[config.mk]
export PLATFORM = sky130hd
export DESIGN_NAME = cpu_fetch_queue
export DESIGN_NICKNAME = d
export VERILOG_FILES = /design/src/rtl/cpu_fetch_queue.sv
export SDC_FILE = /design/constraint.sdc
export NUM_CORES = 1
export LEC_CHECK = 0
export ABC_AREA = 1
export BUFFER_PORTS_ARGS = -buffer_cell sky130_fd_sc_hd__buf_4
export CAP_MARGIN = 20
export CORE_MARGIN = 2
export CORE_UTILIZATION = 45
export DETAILED_ROUTE_END_ITERATION = 8
export PLACE_DENSITY = 0.73
export SLEW_MARGIN = 20
export SYNTH_ARGS = -nofsm -noshare
export SYNTH_HDL_FRONTEND = slang
export SYNTH_SLANG_ARGS = --single-unit
[constraint.sdc]
create_clock -name clk -period 2.8 [get_ports clk]
set_input_delay 0.42 -clock clk [delete_from_list [all_inputs] [get_ports clk]]
set_output_delay 0.42 -clock clk [all_outputs]
set_load 0.05 [all_outputs]
[src/rtl/cpu_fetch_queue.sv]
// Prefetching instruction fetch front end with a DEPTH-entry {pc, instr} queue.
// Define FETCHQ_BYPASS_EN to forward a response straight to o_ir when empty.
module cpu_fetch_queue #(
  parameter int ADDR_W = 16,
  parameter int DATA_W = 16,
  parameter int DEPTH = 4,
  parameter int PC_STEP = 2,
  parameter logic [ADDR_W-1:0] RESET_PC = '0
) (
  input  logic              clk,
  input  logic              reset,
  output logic [ADDR_W-1:0] o_pc_addr,
  output logic              o_pc_rd,
  input  logic [DATA_W-1:0] i_pc_rddata,
  input  logic              i_redirect,
  input  logic [ADDR_W-1:0] i_redirect_pc,
  output logic              o_ir_valid,
  input  logic              i_ir_ready,
  output logic [DATA_W-1:0] o_ir,
  output logic [ADDR_W-1:0] o_ir_pc,
  output logic [$clog2(DEPTH+1)-1:0] o_count
);

  localparam int PW = $clog2(DEPTH);
  localparam int CW = $clog2(DEPTH+1);

  logic [ADDR_W-1:0] fetch_pc;
  logic [ADDR_W-1:0] resp_pc;
  logic              inflight;
  logic [ADDR_W-1:0] q_pc [DEPTH];
  logic [DATA_W-1:0] q_ir [DEPTH];
  logic [PW-1:0]     rd_ptr;
  logic [PW-1:0]     wr_ptr;
  logic [CW-1:0]     count;
  logic [CW:0]       occ;
  logic              issue;
  logic              push;
  logic              pop_q;
  logic              q_nempty;

  // In-flight read reserves a slot so a response never overflows
  assign occ      = {1'b0, count} + (CW+1)'(inflight);
  assign issue    = reset && !i_redirect
                 && (occ < (CW+1)'(DEPTH));
  assign q_nempty = (count != '0);
  assign pop_q    = q_nempty && i_ir_ready && !i_redirect;

  assign o_pc_addr = fetch_pc;
  assign o_pc_rd   = issue;
  assign o_count   = count;

`ifdef FETCHQ_BYPASS_EN
  logic byp;

  assign byp        = inflight && !q_nempty && !i_redirect;
  assign push       = inflight && !i_redirect
                   && !(byp && i_ir_ready);
  assign o_ir_valid = (q_nempty && !i_redirect) || byp;
  assign o_ir       = byp ? i_pc_rddata : q_ir[rd_ptr];
  assign o_ir_pc    = byp ? resp_pc : q_pc[rd_ptr];
`else
  assign push       = inflight && !i_redirect;
  assign o_ir_valid = q_nempty && !i_redirect;
  assign o_ir       = q_ir[rd_ptr];
  assign o_ir_pc    = q_pc[rd_ptr];
`endif

  always_ff @(posedge clk or negedge reset) begin
    if (!reset) begin
      fetch_pc <= RESET_PC;
      resp_pc  <= '0;
      inflight <= 1'b0;
      rd_ptr   <= '0;
      wr_ptr   <= '0;
      count    <= '0;
      for (int i = 0; i < DEPTH; i++) begin
        q_pc[i] <= '0;
        q_ir[i] <= '0;
      end
    end else if (i_redirect) begin
      fetch_pc <= i_redirect_pc;
      inflight <= 1'b0;
      rd_ptr   <= '0;
      wr_ptr   <= '0;
      count    <= '0;
    end else begin
      inflight <= issue;
      if (issue) begin
        fetch_pc <= fetch_pc + ADDR_W'(PC_STEP);
        resp_pc  <= fetch_pc;
      end
      if (push) begin
        q_pc[wr_ptr] <= resp_pc;
        q_ir[wr_ptr] <= i_pc_rddata;
        wr_ptr       <= wr_ptr + PW'(1);
      end
      if (pop_q) rd_ptr <= rd_ptr + PW'(1);
      count <= count + CW'(push) - CW'(pop_q);
    end
  end

endmodule
==> results of run 1 <==
layout by cell type, fill, tap and decap left out:
cell        netlist  routed
o21ai_1         113     113
nand2_4           4       4
nand2_2           3       3
ha_1              8       8
dfrtp_2           0       1
fa_1              1       1
buf_4             7      97
clkinv_2          0       3
o21ai_2          28      28
a21boi_1          1       1
inv_2             2       2
nor2_8            1       1
clkbuf_8          0       5
xor2_1            4       4
clkinvlp_4        0       2
nor2_2            1       1
dfrtp_1         168     167
nand4_1           5       5
o22ai_1          32      32
xnor2_1           1       1
bufinv_16         0       2
nor2_1           81      81
buf_6            24       1
inv_1            68      68
nand3_1          40      40
nand2_1         201     201
clkbuf_1         14       3
a31oi_1           2       2
o21ai_0          78      78
buf_12            0       1
nand3_4           1       1
clkbuf_16         0      17
a21oi_1           2       2
per-stage QoR:
stage	total power (W)	utilization
6_report	0.00982	0.530
5_1_grt	0.0104	0.530
2_1_floorplan	0.00637	-
4_1_cts	0.00992	0.530
3_3_place_gp	0.00747	0.495
3_5_place_dp	0.00755	0.495
power by group:
part	leakage, nW	internal, W	total, W	switching (W)
Sequential	2.22	0.00309	0.00353	0.000435
Combinational	1.99	0.00122	0.00396	0.00274
Clock	0.289	0.00143	0.00233	0.000904
Total	4.50	0.00574	0.00982	0.00408
worst register-to-register path: stages (launching register included):
cell and delay (ns):
dfrtp_1 0.47, inv_1 0.09, a31oi_1 0.18, inv_1 0.09
nor2_1 0.10, ha_1 0.23, inv_1 0.06, ha_1 0.12
inv_1 0.04, fa_1 0.37, o21ai_0 0.15, a21oi_1 0.06
cell type report:
| class | instances | area (sq um) | area share |
|---|---|---|---|
| sequential | 168 | 4210 | 0.462 |
| timing repair buffer | 99 | 759 | 0.0835 |
| inverter | 70 | 263 | 0.0289 |
| clock inverter | 7 | 90.1 | 0.00990 |
| tap | 225 | 282 | 0.0309 |
| clock buffer | 25 | 505 | 0.0556 |
| multi-input combinational | 607 | 2990 | 0.329 |
per-layer routing:
layer | wire length (microns) | up-vias
li1 | - | 3099
met1 | 8180 | 2916
met2 | 8080 | 145
met3 | 886 | 18
met4 | 278 | 0
met5 | 0 | -
worst paths after layout:
| kind | startpoint | endpoint | slack [ns] | depth (start not counted) |
|---|---|---|---|---|
| setup / recovery | rd_ptr[1]$_DFFE_PN0P_ | o_ir_pc[8] | 0.36 | 4 |
| hold / removal | reset | q_ir[51]$_DFFE_PN0P_ | 0.06 | 2 |
| setup reg to reg | o_count[1]$_DFF_PN0_ | o_count[2]$_DFF_PN0_ | 0.72 | 11 |
| hold reg to reg | q_ir[29]$_DFFE_PN0P_ | q_ir[29]$_DFFE_PN0P_ | 0.48 | 2 |
| max in group asynchronous | reset | q_ir[38]$_DFFE_PN0P_ | 1.53 | 3 |
| min in group clk | i_redirect_pc[0] | o_pc_addr[0]$_DFFE_PN0P_ | 0.20 | 3 |
flip-flops by register name (all words and copies together) (netlist names):
signal and cells:
q_pc 64, q_ir 64, rd_ptr 2, o_count 3
resp_pc 16, inflight 1, o_pc_addr 16, wr_ptr 2
cell families (layout without fill, tap and decap cells):
group	count (synthesis)	after routing
XOR/XNOR	5	5
AND/OR/NAND/NOR	337	337
adder cells (fa/ha/maj)	9	9
AO/OA/AOI/OAI	256	256
buffers and inverters	123	201
flip-flops	168	168
==> results.json, run 1 <==
{
  "powerDensity_mw_per_mm2": 1080,
  "dieArea_sq_mm": 0.0186,
  "synth_edf_count": 0,
  "holdCritPathClass": "in2async",
  "dr.pass1.iters": 4,
  "hold_violations": 0,
  "drive_gt1_frac": 0.173,
  "grt_first_pass_wirelength_mm": 29.4,
  "yosysTopAreaCellShare": 0.534,
  "mappedNetlistArea_sq_mm": 0.00788,
  "crit_family": "buffers and inverters",
  "synth_area_leaders": "dfrtp_1, nand2_1, o21ai_1",
  "period_share": 0.873,
  "place_area_sq_mm": 0.00850,
  "yosys-top-cells-count": "nand2_1, dfrtp_1, o21ai_1",
  "maxCapViolCount": 0,
  "port_buffers": 88,
  "top_usage_layer": "met2",
  "grt_antenna_before_repair": 0,
  "synth-simple-area-share": 0.177,
  "htree_levels": 4,
  "critical_path.endpoint_type": "output pin",
  "dp.cells": 1169,
  "gp_congestion": 0.792,
  "synth.avg_cell_area_sq_um": 8.77,
  "cts_buffer_depth": 2,
  "drt_iter0_drc": 435,
  "place_ws_ns": 0.629,
  "tightest_slew_ns": 0.827,
  "rows": 48,
  "wire_per_inst_microns": 14.5,
  "via_per_inst": 5.14,
  "postCtsSetupBuffers": 0,
  "finalCriticalPeriod_ns": 2.44,
  "io_pins": 89,
  "ys_seq_elements": 168,
  "die_w_microns": 136,
  "final_cells": 1201,
  "path_common_cell": "buf_4",
  "synth_cell_types": 28,
  "cts_root_buffer": "clkbuf_16",
  "path_cells": "buf_4, o21ai_0, o22ai_1, buf_4",
  "ant_nets": 0,
  "synth_top_family_by_area": "compound AO/OA/AOI/OAI gates",
  "skew_ns": 0.0110,
  "synth_compound_area_frac": 0.182,
  "synth_fa_ha_area_frac": 0.0153,
  "synth-async-reset-ratio": 1.00,
  "clock_sinks": 168,
  "path_max_fanout": 22,
  "use_met2": 0.323,
  "fin_setup_tns_ns": 0,
  "die_h_microns": 136,
  "synthCells": 898,
  "synth_nets": 943,
  "grt_max_degree": 68,
  "cp_data_arrival_time_ns": 2.02,
  "rsz0062_at_grt": "false",
  "yosysSeqAreaShare": 0.534,
  "max_freq_mhz": 409,
  "cts_tree": "yes",
  "slowest_stage": "dfrtp_1",
  "crit_path_max_incr_delay_ns": 0.58,
  "grt_pass1_vias": 5957,
  "slew_headroom": 0.448,
  "post_cts_resized": 0,
  "core-area_sq_mm": 0.0172,
  "fin_nets": 1008,
  "setup_viol": 0,
  "fin_area_sq_mm": 0.00910,
  "clock_latency_ns": 0.42,
  "status": "completed",
  "met3_usage": 0.0425,
  "clk_pin_slew_worst_paths_ns": 0.06,
  "hold_slack_ns": 0.0629,
  "start_util": 0.458,
  "yosys.area.top_type": "dfrtp_1",
  "critPathRequiredTime_ns": 2.38,
  "synth_most_common_cell": "nand2_1",
  "use_met1": 0.272,
  "drt-total-wl_mm": 17.4,
  "diodes": 0,
  "dp_hpwl_mm": 10.9,
  "critPathBufInv": 2,
  "overflow": 0,
  "fill_cells": 1640,
  "worstSetupPathType": "reg2out",
  "ir_drop_v": 0.000574,
  "hold_buffers": 0,
  "start_kind": "register",
  "synth.mux.area_fraction": 0,
  "area_delta_synth_final_pct": 15.5,
  "drc": 0,
  "synthXorXnorAreaFrac": 0.00556,
  "setup_ws_ns": 0.356,
  "num_vias": 6178,
  "cts_buffers": 17,
  "slew_viol_final": 0,
  "yosysWarningCount": 0,
  "ys.flop_type": "dfrtp_1",
  "grtUsageTotal": 0.201,
  "p_leak_nw": 4.50
}
Note: power is estimated with default switching activity, not from simulation.
==> run 2, diff against run 1 <==
--- a/config.mk
+++ b/config.mk
@@ -11,7 +11,7 @@
 export CORE_MARGIN = 2
 export CORE_UTILIZATION = 45
 export DETAILED_ROUTE_END_ITERATION = 8
-export PLACE_DENSITY = 0.73
+export PLACE_DENSITY = 0.75
 export SLEW_MARGIN = 20
 export SYNTH_ARGS = -nofsm -noshare
 export SYNTH_HDL_FRONTEND = slang
==> constraint.sdc (replaced) <==
create_clock -name clk -period 2 [get_ports clk]
set_input_delay 0.3 -clock clk [delete_from_list [all_inputs] [get_ports clk]]
set_output_delay 0.3 -clock clk [all_outputs]
set_load 0.01 [all_outputs]
==> run 2 against run 1 <==
Compared with the run above:
- first-iteration DRC count is 13% higher
- critical path depth grew 6
- non-clock buffer count increased by 22
- total power rose by 27%
- register-to-register slack got worse by 0.71 ns
- design area up 4.1%
- global-route usage is 0.16 points higher
- clock-buffer cell count is 2 lower
- combinational power is 7.8% higher
- sequential power is 39% higher
- critical endpoint is now o_count[1]$_DFF_PN0_
==> results.json, run 2 (same netlist as run 1, synthesis figures left out) <==
{
  "status": "completed",
  "r2r-end": "o_count[1]$_DFF_PN0_",
  "skew_ns": 0.00834,
  "max_freq_mhz": 503,
  "hold_buffers": 0,
  "powerDensity_mw_per_mm2": 1320,
  "ir_drop_v": 0.000710,
  "rsz0062_at_grt": "true",
  "fin_area_sq_mm": 0.00947,
  "critical_path.endpoint_type": "register",
  "dp.cells": 1184,
  "place_area_sq_mm": 0.00870,
  "drc": 0,
  "via_per_inst": 5.26,
  "path_max_fanout": 2,
  "grt_pass1_vias": 6059,
  "grt_antenna_before_repair": 0,
  "die_w_microns": 136,
  "grtUsageTotal": 0.203,
  "r2r_cells": 10,
  "p_switching_w": 0.00420,
  "tightest_slew_ns": 0.897,
  "rows": 48,
  "cts_root_buffer": "clkbuf_16",
  "reg_top3": "q_ir x64, q_pc x64",
  "final_common_cell": "nand2_1",
  "slew_headroom": 0.402,
  "port_buffers": 88,
  "holdCritPathClass": "in2async",
  "overflow": 0,
  "seqPwrFrac": 0.393,
  "slew_viol_final": 0,
  "start_util": 0.458,
  "die_h_microns": 136,
  "setup_viol": 0,
  "grt_max_degree": 169,
  "p_leak_nw": 4.68,
  "cts_buffers": 17,
  "grt_first_pass_wirelength_mm": 29.6,
  "drt-total-wl_mm": 18.1,
  "place_ws_ns": 0.0141,
  "gp_congestion": 0.793,
  "total_power_w": 0.0125,
  "dp_hpwl_mm": 11.2,
  "cts_buffer_depth": 2,
  "clock_sinks": 168,
  "ant_nets": 0,
  "cts_tree": "yes",
  "timing.rr.start": "o_count[1]$_DFF_PN0_",
  "clock_latency_ns": 0.43,
  "period_share": 0.994,
  "switching_share": 0.336,
  "internal_power_w": 0.00827,
  "p_comb_frac": 0.343,
  "fin_nets": 1030,
  "final_cells": 1223,
  "setup_ws_ns": 0.0119,
  "clkPwrFrac": 0.264,
  "core-area_sq_mm": 0.0172,
  "worstSetupPathType": "reg2reg",
  "area_delta_synth_final_pct": 20.2,
  "critPathRequiredTime_ns": 2.31,
  "dr.pass1.iters": 5,
  "start_kind": "register",
  "hold_violations": 0,
  "drive_gt1_frac": 0.200,
  "finalCriticalPeriod_ns": 1.99,
  "io_pins": 89,
  "wire_per_inst_microns": 14.8,
  "cp_data_arrival_time_ns": 2.29,
  "diodes": 0,
  "dieArea_sq_mm": 0.0186,
  "drt_iter0_drc": 493,
  "htree_levels": 4,
  "maxCapViolCount": 0,
  "clk_pin_slew_worst_paths_ns": 0.06,
  "reg2reg_slack_ns": 0.01,
  "num_vias": 6429,
  "layout_common_cells": "nand2_1, dfrtp_1, o21ai_1, buf_4, nor2_1"
}
-- run 2: cell types whose count changed in the layout (fill, tap and decap cells not counted), sizes merged --
cell / before / now
bufinv: 2 / 3
inv: 70 / 69
buf: 99 / 119
clkinvlp: 2 / 1
clkinv: 3 / 6
-- run 2: power groups by stage --
| stage | logic, W | clock network, W | registers (W) |
|---|---|---|---|
| finish | 0.00427 | 0.00329 | 0.00490 |
| detailed placement | 0.00406 | 0 | 0.00492 |
| CTS | 0.00412 | 0.00335 | 0.00488 |
| global placement | 0.00396 | 0 | 0.00489 |
| floorplan | 0.00240 | 0 | 0.00483 |
| global route | 0.00477 | 0.00350 | 0.00501 |
-- run 2: critical path: stages, from the launching register on --
cell	delay (ns)
dfrtp_1	0.38
inv_2	0.06
a31oi_4	0.20
inv_2	0.05
nor2_1	0.10
ha_1	0.23
inv_1	0.07
ha_1	0.15
inv_1	0.06
fa_2	0.52
nor2_1	0.05
-- run 2: final cells by class --
cell class | count | area (sq um)
fill | 1547 | 7710
sequential | 168 | 4210
multi-input combinational | 607 | 3050
timing repair buffer | 121 | 1080
clock buffer | 23 | 468
tap | 225 | 282
inverter | 70 | 268
clock inverter | 9 | 123
-- run 2: layer usage --
metal | global-route usage | share of wire | vias to the layer above | wire, microns
met5 | 0 | 0 | - | 0
met4 | 0.0613 | 0.011 | 0 | 197
met3 | 0.0440 | 0.062 | 17 | 1120
met2 | 0.328 | 0.47 | 206 | 8450
met1 | 0.274 | 0.46 | 3062 | 8380
li1 | - | - | 3144 | -
-- run 2: per-stage QoR --
stage	setup TNS, ns	util	hold WS, ns
finish	0	0.551	0.0595
global route	-0.270	0.551	0.0824
CTS	-0.00871	0.543	0.0731
detailed placement	0	0.507	0.462
global placement	0	0.507	0.460
floorplan	0	-	0.00441
-- run 2: worst max-delay path by stage --
stage / endpoint / slack (ns) / depth (start not counted) / startpoint
2_1_floorplan: o_count[2]$_DFF_PN0_ / 0.04 / 10 / i_redirect
3_3_place_gp: o_count[2]$_DFF_PN0_ / 0.08 / 11 / o_count[2]$_DFF_PN0_
3_5_place_dp: o_count[2]$_DFF_PN0_ / 0.01 / 11 / o_count[2]$_DFF_PN0_
4_1_cts: o_pc_rd / -0.009 / 8 / o_count[1]$_DFF_PN0_
5_1_grt: o_count[1]$_DFF_PN0_ / -0.11 / 10 / o_count[1]$_DFF_PN0_
6_report: o_count[1]$_DFF_PN0_ / 0.01 / 10 / o_count[1]$_DFF_PN0_
-- run 2: what timing repair did --
action | 4_1_cts | 5_1_grt
setup buffers | 1 | 4
resized for setup | 8 | 20
gates cloned | 0 | 2
pin swaps | 2 | 8
endpoints found under the setup margin | 9 | 11
==> run 3, diff against run 2 <==
--- a/config.mk
+++ b/config.mk
@@ -12,7 +12,8 @@
 export CORE_UTILIZATION = 45
 export DETAILED_ROUTE_END_ITERATION = 8
 export PLACE_DENSITY = 0.75
-export SLEW_MARGIN = 20
+export REMOVE_ABC_BUFFERS = 1
+export SLEW_MARGIN = 30
 export SYNTH_ARGS = -nofsm -noshare
 export SYNTH_HDL_FRONTEND = slang
 export SYNTH_SLANG_ARGS = --single-unit
==> run 3 against run 2 <==
Compared with the run above:
- register-to-register slack better by 0.05 ns
- clock-buffer cell count unchanged
- clock power down 3%
- via count down 0.36%
- flip-flop and latch count unchanged
- global-route usage up 0.90 points
- critical path depth unchanged
- design area down 0.91%
- core utilization down 0.50 points
- clock skew down 0.0026 ns
- routed wire length up 2.0%
- largest cell class unchanged
==> results.json, run 3 (same netlist as run 1, synthesis figures left out) <==
{
  "cts_buffers": 17,
  "cp_data_arrival_time_ns": 2.25,
  "start_util": 0.458,
  "powerDensity_mw_per_mm2": 1310,
  "path_max_fanout": 2,
  "drt_iter0_drc": 462,
  "die_w_microns": 136,
  "start_kind": "register",
  "htree_levels": 4,
  "skew_ns": 0.00573,
  "slew_viol_final": 0,
  "finalCriticalPeriod_ns": 1.94,
  "num_vias": 6406,
  "maxCapViolCount": 0,
  "layout_common_cells": "nand2_1, dfrtp_1, o21ai_1, buf_4, nor2_1",
  "area_delta_synth_final_pct": 19.1,
  "fin_area_sq_mm": 0.00938,
  "dp_hpwl_mm": 11.2,
  "hold_violations": 0,
  "drive_gt1_frac": 0.201,
  "dieArea_sq_mm": 0.0186,
  "crit_family": "adder cells",
  "critical_path.endpoint_type": "register",
  "total_power_w": 0.0123,
  "slowest_stage": "fa_2",
  "crit_path_max_incr_delay_ns": 0.51,
  "grtUsageTotal": 0.212,
  "grt_pass1_vias": 6276,
  "core-area_sq_mm": 0.0172,
  "clock_sinks": 168,
  "max_freq_mhz": 515,
  "final_cells": 1220,
  "cts_buffer_depth": 2,
  "diodes": 0,
  "drt-total-wl_mm": 18.5,
  "grt_antenna_before_repair": 0,
  "rsz0062_at_grt": "true",
  "overflow": 0,
  "grt_first_pass_wirelength_mm": 31.0,
  "path_cells": "inv_2, a31oi_4, inv_2, nor2_2, ha_1, inv_1, ha_1, inv_1, fa_2, nor2_1",
  "worstSetupPathType": "reg2reg",
  "via_per_inst": 5.25,
  "grt_max_degree": 113,
  "ir_drop_v": 0.000694,
  "fin_setup_tns_ns": 0,
  "final_common_cell": "nand2_1",
  "gp_congestion": 0.809,
  "tightest_slew_ns": 0.732,
  "wire_per_inst_microns": 15.2,
  "p_leak_nw": 4.64,
  "ant_nets": 0,
  "status": "completed",
  "cts_tree": "yes",
  "period_share": 0.970,
  "critPathBufInv": 4,
  "clock_latency_ns": 0.43,
  "critPathRequiredTime_ns": 2.31,
  "rows": 48,
  "io_pins": 89,
  "dp.cells": 1184,
  "dr.pass1.iters": 6,
  "place_area_sq_mm": 0.00870,
  "clk_pin_slew_worst_paths_ns": 0.06,
  "slew_headroom": 0.512,
  "reg_top3": "q_ir x64, q_pc x64",
  "drc": 0,
  "cts_root_buffer": "clkbuf_16",
  "die_h_microns": 136,
  "setup_viol": 0,
  "holdCritPathClass": "in2reg",
  "port_buffers": 88,
  "fin_nets": 1027
}
[run 3: worst paths after layout]
kind | slack (ns) | start | end | cells after the start
hold reg to reg | 0.48 | q_ir[21]$_DFFE_PN0P_ | q_ir[21]$_DFFE_PN0P_ | 2
setup reg to reg | 0.06 | o_count[0]$_DFF_PN0_ | o_count[1]$_DFF_PN0_ | 10
hold / removal | 0.09 | i_redirect_pc[7] | o_pc_addr[7]$_DFFE_PN0P_ | 3
max in group asynchronous | 0.82 | reset | rd_ptr[0]$_DFFE_PN0P_ | 3
setup / recovery | 0.06 | o_count[0]$_DFF_PN0_ | o_count[1]$_DFF_PN0_ | 10
min in group asynchronous | 0.56 | reset | q_ir[1]$_DFFE_PN0P_ | 3
[run 3: worst reg2reg max path, stage by stage, from the launching register on]
cell     delay, ns
dfrtp_1       0.38
inv_2         0.07
a31oi_4       0.20
inv_2         0.06
nor2_2        0.11
ha_1          0.23
inv_1         0.06
ha_1          0.13
inv_1         0.05
fa_2          0.51
nor2_1        0.04
[run 3: metal layers]
layer  global-route usage  wire length (microns)
met2                0.336                   8650
met4               0.0712                    274
met5                    0                      0
met1                0.292                   8660
met3               0.0414                    922
[run 3: cell type report]
class	count	area, sq um
multi-input combinational	607	3060
clock inverter	9	98.8
sequential	168	4210
inverter	70	263
fill	1564	7790
timing repair buffer	118	1010
clock buffer	23	468
tap	225	282
[run 3: through the flow]
| stage | worst slack, ns | utilization | hold slack (ns) |
|---|---|---|---|
| floorplan | -0.457 | - | 0.00441 |
| global placement | 0.101 | 0.507 | 0.452 |
| detailed placement | -0.0121 | 0.507 | 0.449 |
| CTS | -0.00801 | 0.541 | 0.0755 |
| global route | -0.0408 | 0.546 | 0.0841 |
| finish | 0.0599 | 0.546 | 0.0867 |
[run 3: power by group]
part           leakage [nW]  switching [W]  internal [W]  total (W)
Combinational          2.14        0.00231       0.00185    0.00417
Clock                 0.284        0.00129       0.00189    0.00318
Sequential             2.22       0.000577       0.00433    0.00491
Total                  4.64        0.00418       0.00808     0.0123
[run 3: what timing repair did]
action                     4_1_cts  5_1_grt
hold buffers                     1        0
buffers inserted                 1        2
hold endpoints to repair         4        0
setup endpoints to repair        6       13
pin swaps                        1        3
resized for setup                4       19
